`config.mk`:
```
export PLATFORM = sky130hd
export DESIGN_NAME = router_rx_port_flat
export DESIGN_NICKNAME = d
export VERILOG_FILES = /design/src/rtl/router_rx_port_if.sv /design/src/rtl/router_rx_port.sv /design/src/flat_wrapper.sv
export SDC_FILE = /design/constraint.sdc
export NUM_CORES = 1
export LEC_CHECK = 0
export BUFFER_PORTS_ARGS = -buffer_cell sky130_fd_sc_hd__buf_2
export CAP_MARGIN = 40
export CORE_MARGIN = 8
export CORE_UTILIZATION = 35
export DETAILED_ROUTE_END_ITERATION = 8
export SYNTH_ARGS = -nofsm -noshare
export SYNTH_HDL_FRONTEND = slang
export SYNTH_SLANG_ARGS = --single-unit
```
`constraint.sdc`:
```
create_clock -name clock -period 2.5 [get_ports clock]
set_input_delay 0.25 -clock clock [delete_from_list [all_inputs] [get_ports clock]]
set_output_delay 0.25 -clock clock [all_outputs]
set_load 0.02 [all_outputs]
```
`src/rtl/router_rx_port_if.sv`:
```
`default_nettype none
// ============================================================================
// Module   : router_rx_port_if
// Brief    : Router output-port triple (data, FIFO-non-empty, read request).
// Revision : 1.0
// ============================================================================
interface router_rx_port_if;
    logic [7:0] data_out;
    logic       vld_out;
    logic       read_enb;

    modport master (output data_out, output vld_out, input read_enb);
    modport slave  (input data_out, input vld_out, output read_enb);
endinterface
`default_nettype wire

```
`src/rtl/router_rx_port.sv`:
```
`default_nettype none
// ============================================================================
// Module   : router_rx_port
// Brief    : Drains one router port, parses header/payload/parity, reports status.
// Revision : 1.0
// ============================================================================
module router_rx_port #(
    parameter logic [1:0] PORT_ADDR  = 2'b01,
    parameter int          READ_DELAY = 2,
    parameter int          TIMEOUT    = 64
) (
    input  logic              clock,
    input  logic              resetn,
    router_rx_port_if.slave   bus,
    output logic [7:0]        o_pyld_data,
    output logic              o_pyld_valid,
    output logic              o_pkt_done,
    output logic [5:0]        o_pkt_len,
    output logic [1:0]        o_pkt_addr,
    output logic              o_parity_err,
    output logic              o_addr_err,
    output logic              o_trunc_err,
    output logic [15:0]       o_pkt_count
);
    localparam int              c_IW        = $clog2(TIMEOUT);
    localparam logic [4:0]      c_DLY_INIT  = 5'(READ_DELAY);
    localparam logic [c_IW-1:0] c_IDLE_LAST = c_IW'(TIMEOUT - 1);
    localparam logic [c_IW-1:0] c_IDLE_ONE  = c_IW'(1);

    typedef enum logic [2:0] {
        S_IDLE   = 3'd0,
        S_DLY    = 3'd1,
        S_HDR_RD = 3'd2,
        S_HDR_WT = 3'd3,
        S_BODY   = 3'd4,
        S_DONE   = 3'd5
    } state_t;

    state_t          r_state, w_next;
    logic            r_rx_v;
    logic [4:0]      r_dly;
    logic [6:0]      r_req, r_exp;
    logic [c_IW-1:0] r_idle;
    logic [7:0]      r_acc;
    logic [5:0]      r_len;
    logic [1:0]      r_addr;
    logic [7:0]      r_pyld_data;
    logic            r_pyld_valid, r_trunc;
    logic [15:0]     r_pkt_count;
    logic            w_rd_active, w_read, w_timeout;

    // Abort only when no arrival is pending and the read gate is closed in the same cycle.
    assign w_timeout    = (r_state == S_BODY) && !r_rx_v && (r_idle == c_IDLE_LAST);
    assign w_read       = w_rd_active & bus.vld_out;
    assign bus.read_enb = w_read;

    always_comb begin
        w_next      = r_state;
        w_rd_active = 1'b0;
        case (r_state)
            S_IDLE:   if (bus.vld_out) w_next = S_DLY;
            S_DLY:    if (r_dly == 5'd0) w_next = S_HDR_RD;
            S_HDR_RD: begin
                w_rd_active = 1'b1;
                if (bus.vld_out) w_next = S_HDR_WT;
            end
            S_HDR_WT: if (r_rx_v) w_next = S_BODY;
            S_BODY: begin
                w_rd_active = (r_req != 7'd0) && !w_timeout;
                if (r_rx_v && (r_exp == 7'd1)) w_next = S_DONE;
                else if (w_timeout)            w_next = S_IDLE;
            end
            S_DONE:   w_next = bus.vld_out ? S_DLY : S_IDLE;
            default:  w_next = S_IDLE;
        endcase
    end

    always_ff @(posedge clock or negedge resetn) begin
        if (!resetn) r_state <= S_IDLE;
        else         r_state <= w_next;
    end

    always_ff @(posedge clock or negedge resetn) begin
        if (!resetn) begin
            r_rx_v       <= 1'b0;
            r_dly        <= '0;
            r_req        <= '0;
            r_exp        <= '0;
            r_idle       <= '0;
            r_acc        <= '0;
            r_len        <= '0;
            r_addr       <= '0;
            r_pyld_data  <= '0;
            r_pyld_valid <= 1'b0;
            r_trunc      <= 1'b0;
            r_pkt_count  <= '0;
        end else begin
            r_rx_v       <= w_read;
            r_pyld_valid <= 1'b0;
            r_trunc      <= w_timeout;
            if (w_next == S_DLY && r_state != S_DLY)
                r_dly <= c_DLY_INIT;
            else if (r_state == S_DLY && r_dly != 5'd0)
                r_dly <= r_dly - 5'd1;
            case (r_state)
                S_HDR_WT: if (r_rx_v) begin
                    r_len  <= bus.data_out[7:2];
                    r_addr <= bus.data_out[1:0];
                    r_acc  <= bus.data_out;
                    r_req  <= {1'b0, bus.data_out[7:2]} + 7'd1;
                    r_exp  <= {1'b0, bus.data_out[7:2]} + 7'd1;
                    r_idle <= '0;
                end
                S_BODY: begin
                    if (w_read) r_req <= r_req - 7'd1;
                    if (r_rx_v) begin
                        r_exp  <= r_exp - 7'd1;
                        r_acc  <= r_acc ^ bus.data_out;
                        r_idle <= '0;
                        // The final expected arrival is the parity byte, not payload.
                        if (r_exp > 7'd1) begin
                            r_pyld_data  <= bus.data_out;
                            r_pyld_valid <= 1'b1;
                        end
                    end else if (w_timeout) begin
                        r_idle <= '0;
                    end else begin
                        r_idle <= r_idle + c_IDLE_ONE;
                    end
                end
                S_DONE:  r_pkt_count <= r_pkt_count + 16'd1;
                default: ;
            endcase
        end
    end

    assign o_pkt_done   = (r_state == S_DONE);
    assign o_parity_err = o_pkt_done && (r_acc != 8'd0);
    assign o_addr_err   = o_pkt_done && (r_addr != PORT_ADDR);
    assign o_pyld_data  = r_pyld_data;
    assign o_pyld_valid = r_pyld_valid;
    assign o_pkt_len    = r_len;
    assign o_pkt_addr   = r_addr;
    assign o_trunc_err  = r_trunc;
    assign o_pkt_count  = r_pkt_count;
endmodule
`default_nettype wire

```
`src/flat_wrapper.sv`:
```
// flat-port wrapper written by rule: the top's interface ports become plain ports
module router_rx_port_flat 
#(
    parameter logic [1:0] PORT_ADDR  = 2'b01,
    parameter int          READ_DELAY = 2,
    parameter int          TIMEOUT    = 64
)
  (clock, resetn, o_pyld_data, o_pyld_valid, o_pkt_done, o_pkt_len, o_pkt_addr, o_parity_err, o_addr_err, o_trunc_err, o_pkt_count, bus_data_out, bus_vld_out, bus_read_enb);
  router_rx_port_if bus_i ();
  input  logic clock;
  input  logic resetn;
  output logic [7:0] o_pyld_data;
  output logic o_pyld_valid;
  output logic o_pkt_done;
  output logic [5:0] o_pkt_len;
  output logic [1:0] o_pkt_addr;
  output logic o_parity_err;
  output logic o_addr_err;
  output logic o_trunc_err;
  output logic [15:0] o_pkt_count;
  input wire logic [$bits(bus_i.data_out)-1:0] bus_data_out;
  input wire logic [$bits(bus_i.vld_out)-1:0] bus_vld_out;
  output wire logic [$bits(bus_i.read_enb)-1:0] bus_read_enb;
  assign bus_i.data_out = bus_data_out;
  assign bus_i.vld_out = bus_vld_out;
  assign bus_read_enb = bus_i.read_enb;
  router_rx_port #(.PORT_ADDR(PORT_ADDR), .READ_DELAY(READ_DELAY), .TIMEOUT(TIMEOUT)) u_core (.clock(clock), .resetn(resetn), .bus(bus_i), .o_pyld_data(o_pyld_data), .o_pyld_valid(o_pyld_valid), .o_pkt_done(o_pkt_done), .o_pkt_len(o_pkt_len), .o_pkt_addr(o_pkt_addr), .o_parity_err(o_parity_err), .o_addr_err(o_addr_err), .o_trunc_err(o_trunc_err), .o_pkt_count(o_pkt_count));
endmodule
```
==> load_flow_metrics.sql, run 1 <==
INSERT INTO impl_metrics (metric_group, metric, value, unit) VALUES
('routing', 'wl', '8.37', 'mm'),
('critical_path', 'setup.worst_path.class', 'flip-flop to output port', ''),
('finish', 'synthToLayoutAreaGrowth', '15.5', '%'),
('placed_design', 'placed_cells', '548', ''),
('sta', 'rsz0062_at_grt', 'false', ''),
('placed_design', 'hpwl', '5.90', 'mm'),
('logic_synthesis', 'netlist-cell-type-count', '58', ''),
('finish', 'num-nets-final', '445', ''),
('routing', 'met3_length', '422', 'µm'),
('routing', 'top_layer', 'met4', ''),
('logic_synthesis', 'commonest_cells_in_the_synthesized_netlist', '71 x dfrtp_1, 57 x nand2_1, 24 x a21oi_1', ''),
('routing', 'dr.first_iter.drc_count', '178', ''),
('logic_synthesis', 'synthArstFlopShare', '1.00', ''),
('logic_synthesis', 'synth.top_cell.area_share', '0.481', ''),
('critical_path', 'critical_path.max_fanout', '4', ''),
('cts', 'clock_insertion_delay_worst_skew', '0.34', 'ns'),
('cts', 'clk_path_buf_depth', '2', ''),
('grt', 'first_pass_grt_wire_length', '14.1', 'mm'),
('floorplanning', 'initial_core_util', '0.360', ''),
('placed_design', 'gp_routability_congestion', '0.835', ''),
('power', 'finalPower', '3.91', 'mW'),
('critical_path', 'critPathRequiredTime', '2.25', 'ns'),
('cts', 'htree_num_levels', '3', ''),
('cts', 'clock_transition_at_the_registers_of_the_reported_paths', '0.08', 'ns'),
('floorplanning', 'design.core.area', '10300', 'µm²'),
('critical_path', 'worstSetupStartpointType', 'flip-flop', ''),
('critical_path', 'critical_path.cell_chain', 'ha_1 -> nand4_1 -> or2_2 -> o311ai_0 -> a21oi_1 -> buf_2', ''),
('floorplanning', 'chipHeight', '119', 'µm'),
('sta', 'finalHoldViolCount', '0', ''),
('cts', 'cts_buffers', '9', ''),
('finish', 'drive_gt1_frac', '0.205', ''),
('logic_synthesis', 'syn-num-nets', '398', ''),
('finish', 'multiInputGateArea', '1780', 'µm²'),
('grt', 'number_of_global_route_vias_before_repair', '2819', ''),
('run_status', 'result_of_the_run', 'finished, final reports clean', ''),
('logic_synthesis', 'yosysMostFrequentCell', 'dfrtp_1', ''),
('critical_path', 'worst-r2r-cell-count', '4', ''),
('grt', 'number_of_antenna_violations_at_the_first_check_in_global_routing', '0', ''),
('critical_path', 'path_delay_family', 'compound AO/OA/AOI/OAI gates', ''),
('grt', 'grt_max_degree', '72', ''),
('cts', 'cts_repair_resize_count', '0', ''),
('finish', 'seqCellArea', '1780', 'µm²'),
('floorplanning', 'std_cell_rows', '37', ''),
('logic_synthesis', 'syn_inst', '378', ''),
('hold_path', 'hold-path-endpoint', 'u_core.r_acc[0]', ''),
('power', 'power.density', '915', 'nW/µm²'),
('grt', 'grt.total_usage', '0.121', ''),
('logic_synthesis', 'seq_area_frac_synth', '0.481', ''),
('critical_path', 'timing.rr.start', 'u_core.r_state[1]', ''),
('sta', 'fmaxAchievable', '430', 'MHz'),
('routing', 'dr.pass1.iters', '4', ''),
('sta', 'finalCriticalPeriod', '2.32', 'ns'),
('logic_synthesis', 'netlist.top_cell.by_area', 'dfrtp_1', ''),
('logic_synthesis', 'synth.cell_area', '3690', 'µm²'),
('floorplanning', 'design.die.area', '14100', 'µm²'),
('routing', 'drc', '0', ''),
('critical_path', 'worstSetupEndpointType', 'output port', ''),
('routing', 'met1_length', '3.87', 'mm'),
('critical_path', 'setup_slack_of_the_worst_register_to_register_path', '0.42', 'ns'),
('sta', 'fin_setup_tns', '0', 'ns'),
('cts', 'clockRootBuffer', 'clkbuf_8', ''),
('critical_path', 'worstPathBufferInverterCount', '1', ''),
('critical_path', 'critPathMaxStageDelay', '0.39', 'ns'),
('critical_path', 'crit_slowest_cell', 'dfrtp_1', ''),
('routing', 'drt-vias-per-instance', '5.21', ''),
('logic_synthesis', 'synth-main-ff-cell', 'dfrtp_1', ''),
('floorplanning', 'design.portCount', '49', ''),
('power', 'power.static_leakage', '1.95', 'nW'),
('job', 'max_cap_viol_count', '0', ''),
('sta', 'finalClockSkew', '0.0116', 'ns'),
('finish', 'fillers', '1017', '');
## cell families after synthesis
group | Yosys count | share of synthesized area
XOR/XNOR | 22 | 0.0521
AO/OA/AOI/OAI | 84 | 0.155
multiplexers | 9 | 0.0274
adder cells (fa/ha/maj) | 9 | 0.0305
buffers and inverters | 33 | 0.0386
flip-flops | 71 | 0.481
AND/OR/NAND/NOR | 150 | 0.215
## metrics by stage
stage | setup slack (ns) | area [µm²]
after floorplan | 0.690 | 3690
after global placement | 0.473 | 4080
after detailed placement | 0.390 | 4080
after CTS | 0.00324 | 4260
after global routing | 0.0160 | 4270
final | 0.176 | 4270
## registers in the layout (all words and copies together), names as in the netlist
| register | flops |
|---|---|
| u_core.o_pyld_data | 8 |
| u_core.r_dly | 5 |
| u_core.r_rx_v | 1 |
| u_core.r_req | 7 |
| u_core.r_state | 3 |
| u_core.r_acc | 8 |
| u_core.o_pkt_len | 6 |
| u_core.r_idle | 6 |
| u_core.r_exp | 7 |
| u_core.o_pkt_addr | 2 |
| u_core.o_pyld_valid | 1 |
| u_core.o_trunc_err | 1 |
| u_core.o_pkt_count | 16 |
## worst min-delay path: stages
cell	delay, ns
buf_2	0.11
nand2_1	0.06
nand2_1	0.05
## per-layer routing
| layer | vias to the layer above | GRT usage |
|---|---|---|
| met5 | - | 0 |
| met4 | 0 | 0.0593 |
| met3 | 8 | 0.0290 |
| met2 | 69 | 0.189 |
| met1 | 1426 | 0.155 |
| li1 | 1447 | - |
## cell type report
cell class | instances | area share
clock buffers | 13 | 0.0372
multi-input cells | 274 | 0.417
clock inverters | 3 | 0.00410
well taps | 136 | 0.0399
flip-flops and latches | 71 | 0.416
inverters | 13 | 0.0114
repair buffers | 56 | 0.0739
## power by group
group	switching (mW)	internal, mW
clock network	0.417	0.412
logic	0.739	0.537
registers	0.327	1.47
total	1.48	2.42
## placed cells by master (no fill, tap or decap), types with 3 or more instances in the layout
cell / n
a211oi_1: 4
a21oi_1: 24
a22o_1: 4
a311oi_1: 6
a31oi_1: 3
and3_1: 4
buf_2: 48
buf_4: 6
clkbuf_8: 11
dfrtp_1: 71
ha_1: 9
inv_1: 13
mux2_2: 9
nand2_1: 57
nand2b_1: 7
nand3_1: 15
nand3b_1: 4
nand4_1: 8
nor2_1: 21
nor2b_1: 3
nor3_1: 10
nor4_1: 5
o211ai_1: 4
o21a_1: 3
o21ai_0: 18
xnor2_1: 17
xor2_1: 5
## what timing repair did
action | 4_1_cts | 5_1_grt
hold buffers | 1 | 0
buffers inserted | 0 | 1
setup endpoints to repair | 0 | 1
endpoints found under the hold margin | 71 | 0
## worst max path at each step
stage                     depth (start not counted)           end
after floorplan                                   5  bus_read_enb
after global placement                            6  bus_read_enb
after detailed placement                          6  bus_read_enb
after CTS                                         6  bus_read_enb
after global routing                              6  bus_read_enb
final                                             6  bus_read_enb
No activity file was read; power rests on OpenSTA's default activity.
==> inputs of run 2 (changes only) <==
- CELL_PAD_IN_SITES_DETAIL_PLACEMENT: not set -> 2
- CELL_PAD_IN_SITES_GLOBAL_PLACEMENT: not set -> 2
- PLACE_DENSITY_LB_ADDON: not set -> 0.1
- clock period: 2.5 -> 2.3 ns (I/O delays scaled with it)
==> load_flow_metrics.sql, run 2 (synthesis gave the netlist of run 1 again) <==
INSERT INTO impl_metrics (metric_group, metric, value, unit) VALUES
('cts', 'clock_sink_count', '71', ''),
('cts', 'clock_insertion_delay_worst_skew', '0.35', 'ns'),
('finish', 'finalCoreUtilization', '0.419', ''),
('finish', 'layout_common_cells', '71 x dfrtp_1, 57 x nand2_1, 48 x buf_2, 24 x a21oi_1, 21 x nor2_1', ''),
('critical_path', 'critPathMaxStageDelay', '0.39', 'ns'),
('floorplanning', 'design.die.area', '14100', 'µm²'),
('cts', 'tritoncts', 'done', ''),
('critical_path', 'critical_path.max_fanout', '4', ''),
('routing', 'wl', '10.4', 'mm'),
('finish', 'antenna-diode-count', '0', ''),
('power', 'finalPower', '4.35', 'mW'),
('floorplanning', 'design.core.area', '10300', 'µm²'),
('cts', 'clk_path_buf_depth', '2', ''),
('cts', 'number_of_buffers_inserted_to_repair_setup_after_cts', '0', ''),
('placed_design', 'placed_cells', '554', ''),
('sta', 'maxSlewViolCount', '0', ''),
('routing', 'dr.first_iter.drc_count', '116', ''),
('grt', 'first_pass_grt_wire_length', '18.0', 'mm'),
('floorplanning', 'design.portCount', '49', ''),
('sta', 'max_slew.worst_pin.slew', '0.505', 'ns'),
('finish', 'fillers', '1138', ''),
('routing', 'detail_route.wl_per_cell', '18.3', 'µm'),
('grt', 'number_of_global_route_vias_before_repair', '3467', ''),
('finish', 'most_frequent_standard_cell_in_the_layout_excluding_fill_and_tap_cells', 'dfrtp_1', ''),
('cts', 'cts_buffers', '9', ''),
('placed_design', 'total_of_buffers_placed_on_input_and_output_ports', '48', ''),
('routing', 'drc', '0', ''),
('routing', 'drt-vias-per-instance', '5.37', ''),
('job', 'max_cap_viol_count', '0', ''),
('sta', 'rsz0062_at_grt', 'false', ''),
('grt', 'grt.overflow.total', '0', ''),
('critical_path', 'critPathRequiredTime', '2.07', 'ns'),
('sta', 'fin_setup_tns', '0', 'ns'),
('floorplanning', 'die_w', '119', 'µm'),
('cts', 'htree_num_levels', '3', ''),
('placed_design', 'pre_cts_setup_slack', '0.277', 'ns'),
('placed_design', 'hpwl', '7.52', 'mm'),
('sta', 'finalCriticalPeriod', '2.13', 'ns'),
('run_status', 'result_of_the_run', 'finished, final reports clean', ''),
('finish', 'synthToLayoutAreaGrowth', '16.7', '%'),
('floorplanning', 'chipHeight', '119', 'µm'),
('cts', 'clock_transition_at_the_registers_of_the_reported_paths', '0.08', 'ns'),
('routing', 'routed-via-count', '3069', ''),
('finish', 'num-nets-final', '450', ''),
('critical_path', 'worstSetupEndpointType', 'output port', ''),
('cts', 'clockRootBuffer', 'clkbuf_8', ''),
('sta', 'final_critical_path_setup_slack', '0.172', 'ns'),
('sta', 'finalHoldViolCount', '0', ''),
('sta', 'fmaxAchievable', '470', 'MHz'),
('hold_path', 'holdCritPathClass', 'input port to flip-flop', ''),
('critical_path', 'setup.worst_path.class', 'flip-flop to output port', ''),
('power', 'vdd_drop_max', '0.342', 'mV'),
('finish', 'drive_gt1_frac', '0.223', ''),
('power', 'power.density', '1010', 'nW/µm²'),
('finish', 'stdcell_count', '571', ''),
('placed_design', 'gp_routability_congestion', '0.867', ''),
('critical_path', 'critical_path.cell_chain', 'ha_2 -> nand4_1 -> or2_4 -> o311ai_1 -> a21oi_1 -> buf_2', ''),
('sta', 'number_of_setup_violations_in_the_final_report', '0', ''),
('routing', 'antenna_violating_nets_post_route', '0', ''),
('sta', 'worst_slew_margin_rel', '0.662', ''),
('sta', 'final_min_period_over_clock_period', '0.925', ''),
('grt', 'number_of_antenna_violations_at_the_first_check_in_global_routing', '0', ''),
('critical_path', 'arrival', '1.90', 'ns'),
('grt', 'grt.total_usage', '0.156', ''),
('power', 'power.static_leakage', '1.96', 'nW'),
('routing', 'dr.pass1.iters', '4', ''),
('grt', 'grt_max_degree', '72', ''),
('floorplanning', 'std_cell_rows', '37', ''),
('sta', 'finalClockSkew', '0.00836', 'ns'),
('critical_path', 'crit_slowest_cell', 'dfrtp_1', ''),
('finish', 'largest_reg_flops', '16', ''),
('critical_path', 'worstSetupStartpointType', 'flip-flop', ''),
('floorplanning', 'initial_core_util', '0.360', '');
## run 2: changes by cell type in the layout (fill, tap and decap cells not counted), sizes merged
cell and change:
buf +5, clkbuf -4, clkinvlp +3, inv +1
## run 2: cell type report
type,instances,area (µm²),share of cell area
Clock buffer,9,124,0.0287
Clock inverter,7,48.8,0.0113
Inverter,13,48.8,0.0113
Multi-Input combinational cell,274,1790,0.415
Sequential cell,71,1780,0.412
Tap cell,136,170,0.0395
Timing Repair Buffer,61,353,0.0819
## run 2: worst paths after layout
kind / from / end / slack (ns) / cells after the start
min reg2reg: u_core.o_pkt_len[0] / u_core.o_pkt_len[0] / 0.47 / 2
max in group asynchronous: resetn / u_core.r_idle[5] / 1.54 / 3
min: bus_data_out[1] / u_core.r_acc[1] / 0.15 / 3
min in group asynchronous: resetn / u_core.o_pyld_data[6] / 0.44 / 3
max: u_core.r_idle[0] / bus_read_enb / 0.17 / 6
max reg2reg: u_core.r_rx_v / u_core.r_dly[1] / 0.28 / 5
## run 2: through the flow
stage               cell area (µm²)  hold WS (ns)
detailed placement             4120         0.303
global placement               4120         0.298
finish                         4310         0.151
CTS                            4300         0.134
floorplan                      3690       -0.0656
global route                   4310         0.152
## run 2: routing by layer
layer  GRT usage  part of all wire  vias up
met3      0.0362             0.030       10
met5           0                 0        -
met1       0.194              0.47     1569
met2       0.262              0.49       31
li1            -                 -     1459
met4      0.0530             0.011        0
## run 2: critical path, delay by kind of cell, from the launching register on
family          cells  cell delay, ns
buf+inv             1            0.18
simple gates        2            0.40
flops               1            0.39
compound gates      2            0.37
fa+ha+maj           1            0.22
## run 2: what timing repair did
item	CTS	global route
hold endpoints to repair	71	0
hold buffers	1	0
cloned	0	0
setup endpoints to repair	1	1
resized for setup	1	3
## run 2: power breakdown
group	switching [mW]	internal, mW
sequential	0.373	1.60
clock	0.516	0.390
combinational	0.862	0.608
